File: src/rtl/eth_rx_idma_sequencer.sv
// RX frame sequencer: measures each snooped AXIS frame and issues one AXIS->AXI iDMA
// request per frame into a ring of fixed-size buffer slots, with software slot release.
module eth_rx_idma_sequencer #(
    parameter int unsigned DataWidth    = 32,
    parameter int unsigned AddrWidth    = 32,
    parameter int unsigned TFLenWidth   = 32,
    parameter int unsigned SlotLog2     = 11,
    parameter int unsigned NumSlots     = 8,
    parameter int unsigned LenFifoDepth = 4
) (
    input  logic                        clk_i,
    input  logic                        rst_i,
    input  logic                        cfg_enable_i,
    input  logic [AddrWidth-1:0]        cfg_base_addr_i,
    input  logic [AddrWidth-1:0]        cfg_drop_addr_i,
    input  logic                        rx_tvalid_i,
    input  logic                        rx_tready_i,
    input  logic                        rx_tlast_i,
    input  logic [DataWidth/8-1:0]      rx_tkeep_i,
    output logic                        rx_gate_o,
    output logic                        req_valid_o,
    input  logic                        req_ready_i,
    output logic [TFLenWidth-1:0]       req_length_o,
    output logic [AddrWidth-1:0]        req_dst_addr_o,
    input  logic                        rsp_valid_i,
    output logic                        rsp_ready_o,
    input  logic                        rsp_error_i,
    input  logic                        sw_release_i,
    output logic [$clog2(NumSlots):0]   slots_used_o,
    output logic [$clog2(NumSlots)-1:0] wr_slot_o,
    output logic [31:0]                 frame_cnt_o,
    output logic [15:0]                 drop_cnt_o,
    output logic [15:0]                 err_cnt_o,
    output logic                        irq_o
);

    localparam int unsigned KeepWidth    = DataWidth / 8;
    localparam int unsigned PopWidth     = $clog2(KeepWidth) + 1;
    localparam int unsigned SlotIdxWidth = $clog2(NumSlots);
    localparam int unsigned UsedWidth    = SlotIdxWidth + 1;
    localparam int unsigned PtrWidth     = $clog2(LenFifoDepth);
    localparam int unsigned CntWidth     = $clog2(LenFifoDepth + 1);
    localparam logic [TFLenWidth:0] SlotBytes = {{TFLenWidth{1'b0}}, 1'b1} << SlotLog2;

    localparam logic [1:0] StIdle    = 2'd0;
    localparam logic [1:0] StIssue   = 2'd1;
    localparam logic [1:0] StWaitRsp = 2'd2;

    function automatic logic [PopWidth-1:0] popcount(input logic [KeepWidth-1:0] v);
        logic [PopWidth-1:0] n;
        n = '0;
        for (int i = 0; i < KeepWidth; i++) begin
            n = n + PopWidth'(v[i]);
        end
        return n;
    endfunction

    logic [TFLenWidth-1:0] acc;
    logic [TFLenWidth:0]   sum_wide;
    logic [TFLenWidth-1:0] len_next;
    logic                  beat;

    logic [TFLenWidth-1:0] fifo_len  [LenFifoDepth];
    logic                  fifo_ovs  [LenFifoDepth];
    logic                  fifo_zero [LenFifoDepth];
    logic [PtrWidth-1:0]   wr_ptr;
    logic [PtrWidth-1:0]   rd_ptr;
    logic [CntWidth-1:0]   fifo_cnt;
    logic                  fifo_full;
    logic                  fifo_empty;
    logic                  push;
    logic                  pop;

    logic [1:0] state;
    logic       cur_ovs;
    logic       issue;
    logic       drop_zero;
    logic       complete;
    logic       slot_done;
    logic       rel_ok;

    assign beat     = rx_tvalid_i & rx_tready_i;
    assign sum_wide = {1'b0, acc} + (TFLenWidth + 1)'(popcount(rx_tkeep_i));
    assign len_next = sum_wide[TFLenWidth] ? '1 : sum_wide[TFLenWidth-1:0];

    assign fifo_full  = (fifo_cnt == CntWidth'(LenFifoDepth));
    assign fifo_empty = (fifo_cnt == '0);
    assign push       = beat & rx_tlast_i & (~fifo_full | pop);

    // The gate depends only on FIFO occupancy so no combinational path exists from rx_* inputs.
    assign rx_gate_o   = ~fifo_full;
    assign req_valid_o = (state == StIssue);
    assign rsp_ready_o = (state == StWaitRsp);

    assign complete  = (state == StWaitRsp) & rsp_valid_i;
    assign slot_done = complete & ~cur_ovs;
    assign rel_ok    = sw_release_i & (slots_used_o != '0);

    always_ff @(posedge clk_i) begin
        if (rst_i) begin
            acc <= '0;
        end else if (beat) begin
            acc <= rx_tlast_i ? '0 : len_next;
        end
    end

    always_ff @(posedge clk_i) begin
        if (push) begin
            fifo_len[wr_ptr]  <= len_next;
            fifo_ovs[wr_ptr]  <= ({1'b0, len_next} > SlotBytes);
            fifo_zero[wr_ptr] <= (len_next == '0);
        end
    end

    always_ff @(posedge clk_i) begin
        if (rst_i) begin
            wr_ptr   <= '0;
            rd_ptr   <= '0;
            fifo_cnt <= '0;
        end else begin
            if (push) begin
                wr_ptr <= (wr_ptr == PtrWidth'(LenFifoDepth - 1)) ? '0 : wr_ptr + PtrWidth'(1);
            end
            if (pop) begin
                rd_ptr <= (rd_ptr == PtrWidth'(LenFifoDepth - 1)) ? '0 : rd_ptr + PtrWidth'(1);
            end
            case ({push, pop})
                2'b10:   fifo_cnt <= fifo_cnt + CntWidth'(1);
                2'b01:   fifo_cnt <= fifo_cnt - CntWidth'(1);
                default: fifo_cnt <= fifo_cnt;
            endcase
        end
    end

    // Zero-length descriptors are discarded without an enable check; oversize ones bypass the ring-full stall.
    always_comb begin
        pop       = 1'b0;
        issue     = 1'b0;
        drop_zero = 1'b0;
        if ((state == StIdle) && !fifo_empty) begin
            if (fifo_zero[rd_ptr]) begin
                pop       = 1'b1;
                drop_zero = 1'b1;
            end else if (cfg_enable_i &&
                         (fifo_ovs[rd_ptr] || (slots_used_o < UsedWidth'(NumSlots)))) begin
                pop   = 1'b1;
                issue = 1'b1;
            end
        end
    end

    always_ff @(posedge clk_i) begin
        if (rst_i) begin
            state          <= StIdle;
            cur_ovs        <= 1'b0;
            req_length_o   <= '0;
            req_dst_addr_o <= '0;
        end else begin
            case (state)
                StIdle: begin
                    if (issue) begin
                        state          <= StIssue;
                        cur_ovs        <= fifo_ovs[rd_ptr];
                        req_length_o   <= fifo_len[rd_ptr];
                        req_dst_addr_o <= fifo_ovs[rd_ptr] ? cfg_drop_addr_i :
                                          cfg_base_addr_i + (AddrWidth'(wr_slot_o) << SlotLog2);
                    end
                end
                StIssue: begin
                    if (req_ready_i) begin
                        state <= StWaitRsp;
                    end
                end
                StWaitRsp: begin
                    if (rsp_valid_i) begin
                        state <= StIdle;
                    end
                end
                default: state <= StIdle;
            endcase
        end
    end

    always_ff @(posedge clk_i) begin
        if (rst_i) begin
            wr_slot_o    <= '0;
            slots_used_o <= '0;
            frame_cnt_o  <= '0;
            drop_cnt_o   <= '0;
            err_cnt_o    <= '0;
            irq_o        <= 1'b0;
        end else begin
            irq_o <= slot_done;
            if (slot_done) begin
                wr_slot_o   <= wr_slot_o + SlotIdxWidth'(1);
                frame_cnt_o <= frame_cnt_o + 32'd1;
            end
            if (slot_done && !rel_ok) begin
                slots_used_o <= slots_used_o + UsedWidth'(1);
            end else if (!slot_done && rel_ok) begin
                slots_used_o <= slots_used_o - UsedWidth'(1);
            end
            if ((drop_zero || (complete && cur_ovs)) && (drop_cnt_o != 16'hFFFF)) begin
                drop_cnt_o <= drop_cnt_o + 16'd1;
            end
            if (complete && rsp_error_i && (err_cnt_o != 16'hFFFF)) begin
                err_cnt_o <= err_cnt_o + 16'd1;
            end
        end
    end

endmodule
File: config.mk
export PLATFORM = sky130hd
export DESIGN_NAME = eth_rx_idma_sequencer
export DESIGN_NICKNAME = d
export VERILOG_FILES = /design/src/rtl/eth_rx_idma_sequencer.sv
export SDC_FILE = /design/constraint.sdc
export NUM_CORES = 1
export LEC_CHECK = 0
export BUFFER_PORTS_ARGS = -buffer_cell sky130_fd_sc_hd__buf_2
export CAP_MARGIN = 40
export CELL_PAD_IN_SITES_DETAIL_PLACEMENT = 1
export CELL_PAD_IN_SITES_GLOBAL_PLACEMENT = 1
export CORE_MARGIN = 2
export CORE_UTILIZATION = 48
export DETAILED_ROUTE_END_ITERATION = 6
export GPL_TIMING_DRIVEN = 0
export PLACE_DENSITY_LB_ADDON = 0.08
export SLEW_MARGIN = 10
export SYNTH_ARGS = -nofsm -noshare
export SYNTH_HDL_FRONTEND = slang
export SYNTH_SLANG_ARGS = --single-unit
File: constraint.sdc
create_clock -name clk_i -period 9.2 [get_ports clk_i]
set_clock_uncertainty 0.1 [all_clocks]
set_input_delay 1.84 -clock clk_i [delete_from_list [all_inputs] [get_ports clk_i]]
set_output_delay 1.84 -clock clk_i [all_outputs]
set_load 0.02 [all_outputs]
Word level (Yosys, flattened, before mapping)
Memories as Yosys holds them, arrays and structs flattened. A register that Yosys moved wholly into a read port is not among the register bits.
Index checks and enable logic that the tools add are counted.
{"block": "word_totals", "regBits": 146, "wordCells": 100, "n_memories": 3, "ram_bits": 136, "inputBits": 78, "out_inout_bits": 139}
{"block": "classes", "n_mux": 25, "n_reduce_logical": 21, "n_addsub": 15, "eq_ne": 12, "bitwise": 9, "magnitude_cmp": 2}
{"name": "fifo_len", "words": 4, "word_bits": 32, "rd": 1, "rd_ports_with_merged_regs": 1, "write_ports": 1, "line_no": "63", "source": "logic [TFLenWidth-1:0] fifo_len [LenFifoDepth];"}
{"name": "fifo_ovs", "words": 4, "word_bits": 1, "rd": 1, "rd_ports_with_merged_regs": 1, "write_ports": 1, "line_no": "64", "source": "logic fifo_ovs [LenFifoDepth];"}
{"name": "fifo_zero", "words": 4, "word_bits": 1, "rd": 1, "rd_ports_with_merged_regs": 1, "write_ports": 1, "line_no": "65", "source": "logic fifo_zero [LenFifoDepth];"}
{"cell": "$mux 32", "count": 3}
{"cell": "$add 32x3->33", "count": 1}
{"cell": "$add 16x1->16 const B", "count": 2}
{"cell": "$add 32x1->32 const B", "count": 1}
{"cell": "$add 32x14->32", "count": 1}
{"cell": "$gt 32x12->1 const B", "count": 1}
{"cell": "$logic_not 32->1", "count": 1}
{"cell": "$ne 16x16->1 const B", "count": 2}
{"cell": "$mux 2", "count": 9}
{"cell": "$mux 1", "count": 9}
{"cell": "$eq 2x2->1 const B", "count": 4}
{"cell": "$logic_and 1x1->1", "count": 8}
{"cell": "$mux 4", "count": 2}
{"cell": "$add 3x1->3 const B", "count": 2}
{"cell": "$and 1x1->1", "count": 6}
{"cell": "$pmux 2 s3", "count": 1}
{"cell": "$pmux 3 s2", "count": 1}
{"cell": "$add 2x1->2 const B", "count": 2}
{"cell": "$add 4x1->4 const B", "count": 1}
{"cell": "$eq 2x1->1 const B", "count": 2}
{"cell": "$lt 4x4->1 const B", "count": 1}
{"cell": "$ne 2x2->1 const B", "count": 2}
{"cell": "$reduce_bool 2->1", "count": 2}
{"cell": "$reduce_bool 4->1", "count": 1}
{"cell": "15 further kinds", "count": 19}

Logic depth before layout (Yosys ltp)
Gate-level depths: netlist (run 1).
{"block": "logic_depth", "ltp_word": 10, "depth_mapped": 14, "mapped_depth_nobuf": 12}

Least setup slack after synthesis (run 1)
OpenSTA, ideal clock, no wires.
{"block": "synth_path", "path_kind": "input port to flip-flop", "from": "input port rx_tkeep_i[0]", "to": "memory fifo_ovs[0] (data pin)", "n_path_buf": 1, "arrival_ps": 4717, "required_ps": 8798, "setup_time_ps": 302, "path_slack_ps": 4081, "cell_stages": 13, "cell_sequence": "fa_1 -> inv_1 -> fa_1 -> inv_1 -> fa_1 -> and4_1 -> buf_6 -> nand4_4 -> nor3_4 -> nand2_2 -> mux2_4 -> nor4_4 -> o2111ai_1"}
{"block": "synth_between", "elab_chain_len": 6}
{"item": "start, declared", "line_no": "19", "source": "input logic [DataWidth/8-1:0] rx_tkeep_i,"}
{"item": "$add 1x1->2", "line_no": "53", "source": "n = n + PopWidth'(v[i]);"}
{"item": "$add 2x1->3", "line_no": "53"}
{"item": "$add 3x1->3", "line_no": "53"}
{"item": "$add 32x3->33", "line_no": "83", "source": "assign sum_wide = {1'b0, acc} + (TFLenWidth + 1)'(popcount(rx_tkeep_i));"}
{"item": "$mux 32", "line_no": "84", "source": "assign len_next = sum_wide[TFLenWidth] ? '1 : sum_wide[TFLenWidth-1:0];"}
{"item": "net len_next[28]", "line_no": "60", "source": "logic [TFLenWidth-1:0] len_next;"}
{"item": "$gt 32x12->1", "line_no": "110", "source": "fifo_ovs[wr_ptr] <= ({1'b0, len_next} > SlotBytes);"}
{"item": "end, declared", "line_no": "64"}
The timed path passes the listed nets, and every way through them passes these cells.

Final worst setup path (run 1)
Same ends and word-level chain as after synthesis.

==> results of run 1 <==
-- per-stage QoR --
step | utilization (%) | area, um^2
2_1_floorplan | - | 14200
3_3_place_gp | 54.4 | 15700
3_5_place_dp | 54.8 | 15900
4_1_cts | 58.9 | 17000
5_1_grt | 58.9 | 17000
6_report | 58.9 | 17000
-- logic make-up (layout without fill, tap and decap cells) --
group | after synthesis | in the layout
and+or+nand+nor | 538 | 538
DFF | 316 | 316
AOI/OAI and AO/OA | 198 | 198
buffers and inverters | 115 | 403
xor gates and xnor gates | 110 | 110
muxes | 47 | 47
adders and majority gates | 23 | 23
-- synth_stat cells (14+ instances only) --
master / n
sky130_fd_sc_hd__xnor2_1: 48
sky130_fd_sc_hd__nand4_1: 33
sky130_fd_sc_hd__buf_2: 20
sky130_fd_sc_hd__and3_1: 28
sky130_fd_sc_hd__mux4_2: 33
sky130_fd_sc_hd__a21oi_1: 78
sky130_fd_sc_hd__nand3_1: 32
sky130_fd_sc_hd__a22oi_1: 17
sky130_fd_sc_hd__a31oi_1: 21
sky130_fd_sc_hd__inv_1: 25
sky130_fd_sc_hd__and4_1: 14
sky130_fd_sc_hd__ha_1: 17
sky130_fd_sc_hd__xor2_1: 62
sky130_fd_sc_hd__a311oi_1: 14
sky130_fd_sc_hd__nor3_1: 33
sky130_fd_sc_hd__nor2_1: 171
sky130_fd_sc_hd__a211oi_1: 14
sky130_fd_sc_hd__dfxtp_1: 180
sky130_fd_sc_hd__nand2_1: 172
sky130_fd_sc_hd__clkbuf_1: 58
sky130_fd_sc_hd__o21ai_0: 14
sky130_fd_sc_hd__edfxtp_1: 136
-- metal layers --
layer | up-vias | track usage [%] | routed length, um
li1 | 5342 | - | -
met1 | 5767 | 35.9 | 18200
met2 | 331 | 46.4 | 20800
met3 | 105 | 4.94 | 2220
met4 | 0 | 10.6 | 1530
met5 | - | 0 | 0
-- layout make-up --
cell class / count / area share [%]
buffer: 90 / 2.39
clock buffer: 51 / 6.16
clock inverter: 14 / 0.756
inverter: 25 / 0.551
multi-input combinational: 916 / 35.2
sequential: 316 / 45.1
tap: 384 / 2.82
timing repair buffer: 223 / 7.00
-- placed cells by master, fill, tap and decap left out, types with 5 or more instances in the layout --
cell type                   netlist  layout
sky130_fd_sc_hd__a211oi_1        14      14
sky130_fd_sc_hd__a21oi_1         78      78
sky130_fd_sc_hd__a22oi_1         17      17
sky130_fd_sc_hd__a311oi_1        14      14
sky130_fd_sc_hd__a31oi_1         21      21
sky130_fd_sc_hd__and3_1          28      28
sky130_fd_sc_hd__and4_1          14      14
sky130_fd_sc_hd__buf_2           20     235
sky130_fd_sc_hd__buf_4            6       6
sky130_fd_sc_hd__buf_6            3       6
sky130_fd_sc_hd__clkbuf_1        58      66
sky130_fd_sc_hd__clkbuf_16        0      38
sky130_fd_sc_hd__clkbuf_8         0       5
sky130_fd_sc_hd__clkinv_1         0       6
sky130_fd_sc_hd__dfxtp_1        180     180
sky130_fd_sc_hd__edfxtp_1       136     136
sky130_fd_sc_hd__fa_1             6       6
sky130_fd_sc_hd__ha_1            17      17
sky130_fd_sc_hd__inv_1           25      25
sky130_fd_sc_hd__mux2i_1         11      11
sky130_fd_sc_hd__mux4_2          33      33
sky130_fd_sc_hd__nand2_1        172     172
sky130_fd_sc_hd__nand3_1         32      32
sky130_fd_sc_hd__nand4_1         33      33
sky130_fd_sc_hd__nor2_1         171     171
sky130_fd_sc_hd__nor2b_1          7       7
sky130_fd_sc_hd__nor3_1          33      33
sky130_fd_sc_hd__nor4_1           9       9
sky130_fd_sc_hd__o21ai_0         14      14
sky130_fd_sc_hd__o22ai_1          8       8
sky130_fd_sc_hd__or3_1            9       9
sky130_fd_sc_hd__xnor2_1         48      48
sky130_fd_sc_hd__xor2_1          62      62
-- worst max-delay path by stage --
stage,slack [ns],to
after global placement,3.49,fifo_zero[0]
after CTS,3.80,fifo_ovs[0]
after floorplan,4.08,fifo_ovs[0]
after detailed placement,3.33,fifo_ovs[3]
final,3.77,fifo_ovs[0]
after global routing,3.49,fifo_ovs[3]
-- where the power goes --
part	switching [mW]	internal, mW
combinational	0.516	0.306
clock	0.576	0.852
sequential	0.0604	1.55
-- sequential cells by signal (all words and copies together), names as in the netlist, named ones only --
signal,count
irq_o,1
req_dst_addr_o,32
req_length_o,32
acc,32
wr_ptr,2
fifo_cnt,3
rd_ptr,2
frame_cnt_o,32
state,2
drop_cnt_o,16
slots_used_o,4
fifo_ovs,4
fifo_len,128
fifo_zero,4
wr_slot_o,3
cur_ovs,1
err_cnt_o,16
-- worst min-delay path, cell delays in order, from the launching register on --
cell and delay [ns]:
sky130_fd_sc_hd__dfxtp_1 0.30, sky130_fd_sc_hd__nand2_1 0.05, sky130_fd_sc_hd__a21oi_1 0.05
==> flow_summary.ini, run 1 <==
[critical_path]
most_frequent_cell_on_the_critical_path = sky130_fd_sc_hd__fa_1
timing.critical_path.max_delay_family = simple AND/OR/NAND/NOR gates
worst_ep_arrival_ns = 5.52
critical-path-max-stage-delay_ns = 0.52
critical_path_peak_fanout = 10
r2r_start = acc[0]
worst_setup_path_end_kind = flip-flop
crit_path_start_kind = input port
crit_buf_inv = 4
slowest_stage = sky130_fd_sc_hd__fa_1
worst-endpoint-required_ns = 9.29
rr_endpoint = fifo_ovs[0]
worstSetupStartpoint = rx_tkeep_i[0]
worstSetupPathType = input port to flip-flop
path_cells = buf_2 -> fa_1 -> inv_1 -> fa_1 -> inv_1 -> fa_1 -> and4_1 -> buf_6 -> nand4_4 -> nor3_4 -> nand3_1 -> o21a_1 -> nor4_1 -> o2111ai_1
setup.reg_to_reg.worst_slack_ns = 5.36
timing.reg2reg.worst_path_depth = 12
number_of_logic_stages_on_the_critical_path_including_buffering = 14

[detailed_routing]
detailedRoute.firstPassIterationCount = 5
ant_nets = 0
vias = 11500
initialDrtViolationCount = 709
detail_route.vias_per_cell = 5.72
wire_per_inst_um = 21.1
total_routed_wirelength_um = 42700
remaining_drcs = 0

[synthesis]
synth_area_per_cell_um2 = 10.5
synth_area_leaders = sky130_fd_sc_hd__edfxtp_1 (29%), sky130_fd_sc_hd__dfxtp_1 (25%), sky130_fd_sc_hd__mux4_2 (5.2%), sky130_fd_sc_hd__nand2_1 (4.6%), sky130_fd_sc_hd__nor2_1 (4.5%)
share_of_synthesized_registers_carrying_an_async_set_or_reset_pct = 0
fraction_of_the_mapped_netlist_area_in_adder_cells_pct = 2.35
synth.mux.area_fraction_pct = 6.28
synthesis.area_um2 = 14200
synth-seq-cells = 316
synth_warnings = 0
synth.yosys.seq_area_share_pct = 54.2
yosys.area_share.xor_xnor_pct = 6.79
number_of_enable_flip_flop_cells_after_synthesis = 136
ys_types = 64
ys_flop_type = sky130_fd_sc_hd__dfxtp_1
synth_compound_area_share_pct = 8.92
synth_top_area_cell = sky130_fd_sc_hd__edfxtp_1
synth.top_cell.area_share_pct = 28.8
main_combinational_cell_family_by_area_after_synthesis = simple AND/OR/NAND/NOR gates
post_synth_inst_count = 1347
synth-simple-area-share_pct = 17.9
postSynthNetCount = 1448

[cts]
clock_sink_count = 316
postCtsResizedCells = 0
worstSkewPairLatency_ns = 0.53
htreeDepth = 2
cts_buffer_depth = 3
cts_setup_buffers = 0
clk_root_buffer_cell = sky130_fd_sc_hd__clkbuf_16
path_clk_slew_ns = 0.06
cts_tree = done
cts_bufs_inserted = 36
hold_buffers = 0

[sta]
final_setup_tns_ns = 0
setup-violations-final = 0
layout_min_cycle_time_ns = 5.43
hold_violations = 0
slew_viol_final = 0
achievable-frequency_mhz = 184
worst_hold_slack_ns = 0.349
grt_setup_unrepaired = false
timing_worst_slew_pin_value_ns = 0.884
worst_slew_margin_rel_pct = 41.0
setup_slack_ns = 3.77
timing.final.crit_share_pct = 59.0

[floorplan]
dieHeight_um = 176
initial_core_utilization_pct = 49.0
core_box_area_um2 = 28900
design.portCount = 217
placement_rows = 62
die_w_um = 176
dieArea_um2 = 30900

[grt]
pin_count_of_the_biggest_net_entering_global_routing = 27
grt_first_pass_wirelength_um = 66600
antenna_found_initial = 0
first_global_vias = 11800
grt.total_usage_pct = 27.7
gr-total-overflow = 0

[min_path]
hp-class = flip-flop to flip-flop
worstHoldEndpoint = req_length_o[20]
worstHoldPathCells = 2
worst_hold_startpoint = req_length_o[20]

[finish]
total_area_of_multi_input_combinational_cells_um2 = 6000
antenna-diode-count = 0
final_cell_count_no_fill = 2019
area_growth_pct = 20.2
post_route_cells_drive_above_1_share_pct = 21.6
finalNetCount = 1709
fillerInstances = 3224
sequential_cell_area_um2 = 7690

[placement]
placement.setup.worst_slack_ns = 3.33
place_hpwl_um = 30200
dp.cells = 1954
gpl.final_weighted_congestion = 0.861
buffer_ports.inserted = 214

[power_and_ir_drop]
power_leakage_nw = 6.74
pwr_density_cell_nw_per_um2 = 226
power.ir.vdd_worst_uv = 140
total_power_mw = 3.86

[run_status]
status = finished clean

[run]
number_of_maximum_capacitance_violations = 0
Note: power is estimated with default switching activity, not from simulation.
==> inputs of run 2 (changes only) <==
--- a/config.mk
+++ b/config.mk
@@ -5,12 +5,13 @@
 export SDC_FILE = /design/constraint.sdc
 export NUM_CORES = 1
 export LEC_CHECK = 0
+export ABC_AREA = 1
 export BUFFER_PORTS_ARGS = -buffer_cell sky130_fd_sc_hd__buf_2
 export CAP_MARGIN = 40
 export CELL_PAD_IN_SITES_DETAIL_PLACEMENT = 1
 export CELL_PAD_IN_SITES_GLOBAL_PLACEMENT = 1
 export CORE_MARGIN = 2
-export CORE_UTILIZATION = 48
+export CORE_UTILIZATION = 39
 export DETAILED_ROUTE_END_ITERATION = 6
 export GPL_TIMING_DRIVEN = 0
 export PLACE_DENSITY_LB_ADDON = 0.08
==> constraint.sdc (replaced) <==
create_clock -name clk_i -period 4.5 [get_ports clk_i]
set_clock_uncertainty 0.1 [all_clocks]
set_input_delay 0.9 -clock clk_i [delete_from_list [all_inputs] [get_ports clk_i]]
set_output_delay 0.9 -clock clk_i [all_outputs]
set_load 0.02 [all_outputs]
==> run 2 against run 1 <==
Net effect: synthesized cell count increased by 36%; clock power up 110%; via count grew 17%; first-iteration DRC count fell by 26%; register-to-register slack worse by 4.1 ns; core utilization is 11 points lower; sequential power grew 110%; total power up 120%; highest routed layer unchanged.
==> flow_summary.ini, run 2 <==
[run_status]
status = finished clean

[cts]
cts_tree = done
worstSkewPairLatency_ns = 0.54
postCtsResizedCells = 0
clock_sink_count = 316
cts_bufs_inserted = 38
cts_setup_buffers = 0
cts_buffer_depth = 3
path_clk_slew_ns = 0.06
htreeDepth = 2
hold_buffers = 0
clk_root_buffer_cell = sky130_fd_sc_hd__clkbuf_16

[synthesis]
post-synth-top-count-cell = sky130_fd_sc_hd__nand2_1
synth.yosys.seq_area_share_pct = 51.5
post_synth_inst_count = 1833
synth-seq-cells = 316
synth_area_leaders = sky130_fd_sc_hd__edfxtp_1 (27%), sky130_fd_sc_hd__dfxtp_1 (24%), sky130_fd_sc_hd__nand2_1 (12%), sky130_fd_sc_hd__nor2_1 (5.7%), sky130_fd_sc_hd__a21oi_1 (4.8%)
number_of_enable_flip_flop_cells_after_synthesis = 136
synth.top_cell.area_share_pct = 27.3
synth_area_per_cell_um2 = 8.15
netlist_top_cells_count = sky130_fd_sc_hd__nand2_1 (464), sky130_fd_sc_hd__nor2_1 (228), sky130_fd_sc_hd__dfxtp_1 (180)
synth_top_area_cell = sky130_fd_sc_hd__edfxtp_1
postSynthNetCount = 1934
share_of_synthesized_registers_carrying_an_async_set_or_reset_pct = 0
synth_warnings = 0
ys_flop_type = sky130_fd_sc_hd__dfxtp_1
synthesis.area_um2 = 14900
ys_types = 47

[critical_path]
critical_path_peak_fanout = 6
worstSetupPathType = input port to flip-flop
crit_path_start_kind = input port
worst_setup_path_end_kind = flip-flop
worst-endpoint-required_ns = 4.72
worst_ep_arrival_ns = 4.09

[floorplan]
placement_rows = 71
initial_core_utilization_pct = 39.7
dieHeight_um = 200
die_w_um = 200
design.portCount = 217
dieArea_um2 = 39900
core_box_area_um2 = 37700

[detailed_routing]
detailedRoute.firstPassIterationCount = 5
vias = 13500
ant_nets = 0
wire_per_inst_um = 18.4
initialDrtViolationCount = 525
detail_route.vias_per_cell = 5.13
total_routed_wirelength_um = 48400
remaining_drcs = 0

[run]
number_of_maximum_capacitance_violations = 0

[finish]
post_route_cells_drive_above_1_share_pct = 17.1
largest_register_ffs = 128
finalNetCount = 2194
area_growth_pct = 20.8
layout_common_cells = sky130_fd_sc_hd__nand2_1 (464), sky130_fd_sc_hd__buf_2 (228), sky130_fd_sc_hd__nor2_1 (224), sky130_fd_sc_hd__dfxtp_1 (180), sky130_fd_sc_hd__inv_1 (146)
top_register = fifo_len
layout.cells.most_common = sky130_fd_sc_hd__nand2_1

[grt]
groute.layer.met3.usage_pct = 3.86
first_global_vias = 14000
grt.total_usage_pct = 24.7
met2_usage_pct = 43.0
antenna_found_initial = 0
gr-total-overflow = 0
grt.busiest_layer = met2
globalRouteMet1Util_pct = 30.7
pin_count_of_the_biggest_net_entering_global_routing = 21
grt_first_pass_wirelength_um = 75700

[power_and_ir_drop]
pwr_density_cell_nw_per_um2 = 462
power_leakage_nw = 7.43
total_power_mw = 8.33
power.ir.vdd_worst_uv = 287

[sta]
layout_min_cycle_time_ns = 3.86
hold_violations = 0
achievable-frequency_mhz = 259
worst_slew_margin_rel_pct = 45.3
worst_hold_slack_ns = 0.360
timing_worst_slew_pin_value_ns = 0.820
timing.final.crit_share_pct = 85.9
setup-violations-final = 0
grt_setup_unrepaired = false
slew_viol_final = 0
final_setup_tns_ns = 0

[placement]
gpl.final_weighted_congestion = 0.881
buffer_ports.inserted = 215
place_hpwl_um = 36400

[min_path]
hp-class = flip-flop to flip-flop
-- run 2: per-layer routing --
metal | share of wire, % | vias to the layer above
li1 | - | 6634
met1 | 44 | 6538
met2 | 49 | 272
met3 | 4.3 | 80
met4 | 3.4 | 0
met5 | 0 | -
-- run 2: logic make-up after synthesis --
group           share of synthesized area [%]
compound gates                           12.5
xor+xnor                                 2.11
fa+ha+maj                                2.23
buf+inv                                  5.97
flops                                    51.5
simple gates                             25.7
-- run 2: stage by stage --
| stage | utilization, % | instances | setup WS, ns | area [um^2] |
|---|---|---|---|---|
| after detailed placement | 44.6 | 2564 | 0.135 | 16800 |
| after global routing | 47.9 | 2633 | 0.389 | 18000 |
| after CTS | 47.9 | 2633 | 0.705 | 18000 |
| final | 47.9 | 2634 | 0.635 | 18000 |
| after floorplan | - | 1833 | 0.907 | 14900 |
| after global placement | 44.2 | 2559 | -0.546 | 16700 |
-- run 2: worst paths after layout --
kind | cells after the start | from | endpoint | slack (ns)
setup / recovery | 18 | rx_tkeep_i[0] | fifo_zero[0] | 0.64
hold / removal | 2 | req_length_o[20] | req_length_o[20] | 0.36
setup reg to reg | 16 | acc[0] | fifo_zero[0] | 1.27
hold reg to reg | 2 | req_length_o[20] | req_length_o[20] | 0.36
-- run 2: cell type report --
| class | count | area, um^2 |
|---|---|---|
| well taps | 511 | 639 |
| clock buffers | 54 | 1110 |
| flip-flops and latches | 316 | 7690 |
| fillers | 4645 | 19600 |
| multi-input cells | 1291 | 6390 |
| repair buffers | 220 | 1200 |
| inverters | 152 | 571 |
| diodes | 1 | 2.50 |
| clock inverters | 15 | 116 |
| plain buffers | 74 | 322 |
-- run 2: worst max-delay path: stages --
cell and delay, ns:
sky130_fd_sc_hd__buf_2 0.11, sky130_fd_sc_hd__fa_1 0.53, sky130_fd_sc_hd__inv_1 0.05, sky130_fd_sc_hd__fa_1 0.39
sky130_fd_sc_hd__inv_1 0.12, sky130_fd_sc_hd__fa_1 0.25, sky130_fd_sc_hd__nand2_2 0.10, sky130_fd_sc_hd__nor2_4 0.15
sky130_fd_sc_hd__nand2_2 0.11, sky130_fd_sc_hd__nor2_2 0.24, sky130_fd_sc_hd__nand2_1 0.09, sky130_fd_sc_hd__nand2_1 0.10
sky130_fd_sc_hd__nand3_2 0.15, sky130_fd_sc_hd__nor2_1 0.14, sky130_fd_sc_hd__nand2_1 0.06, sky130_fd_sc_hd__nor2_1 0.17
sky130_fd_sc_hd__nand2_1 0.14, sky130_fd_sc_hd__nor2_1 0.30
-- run 2: power by group --
group	internal (mW)	switching [mW]
clock network	1.79	1.21
logic	0.591	1.38
registers	3.21	0.150
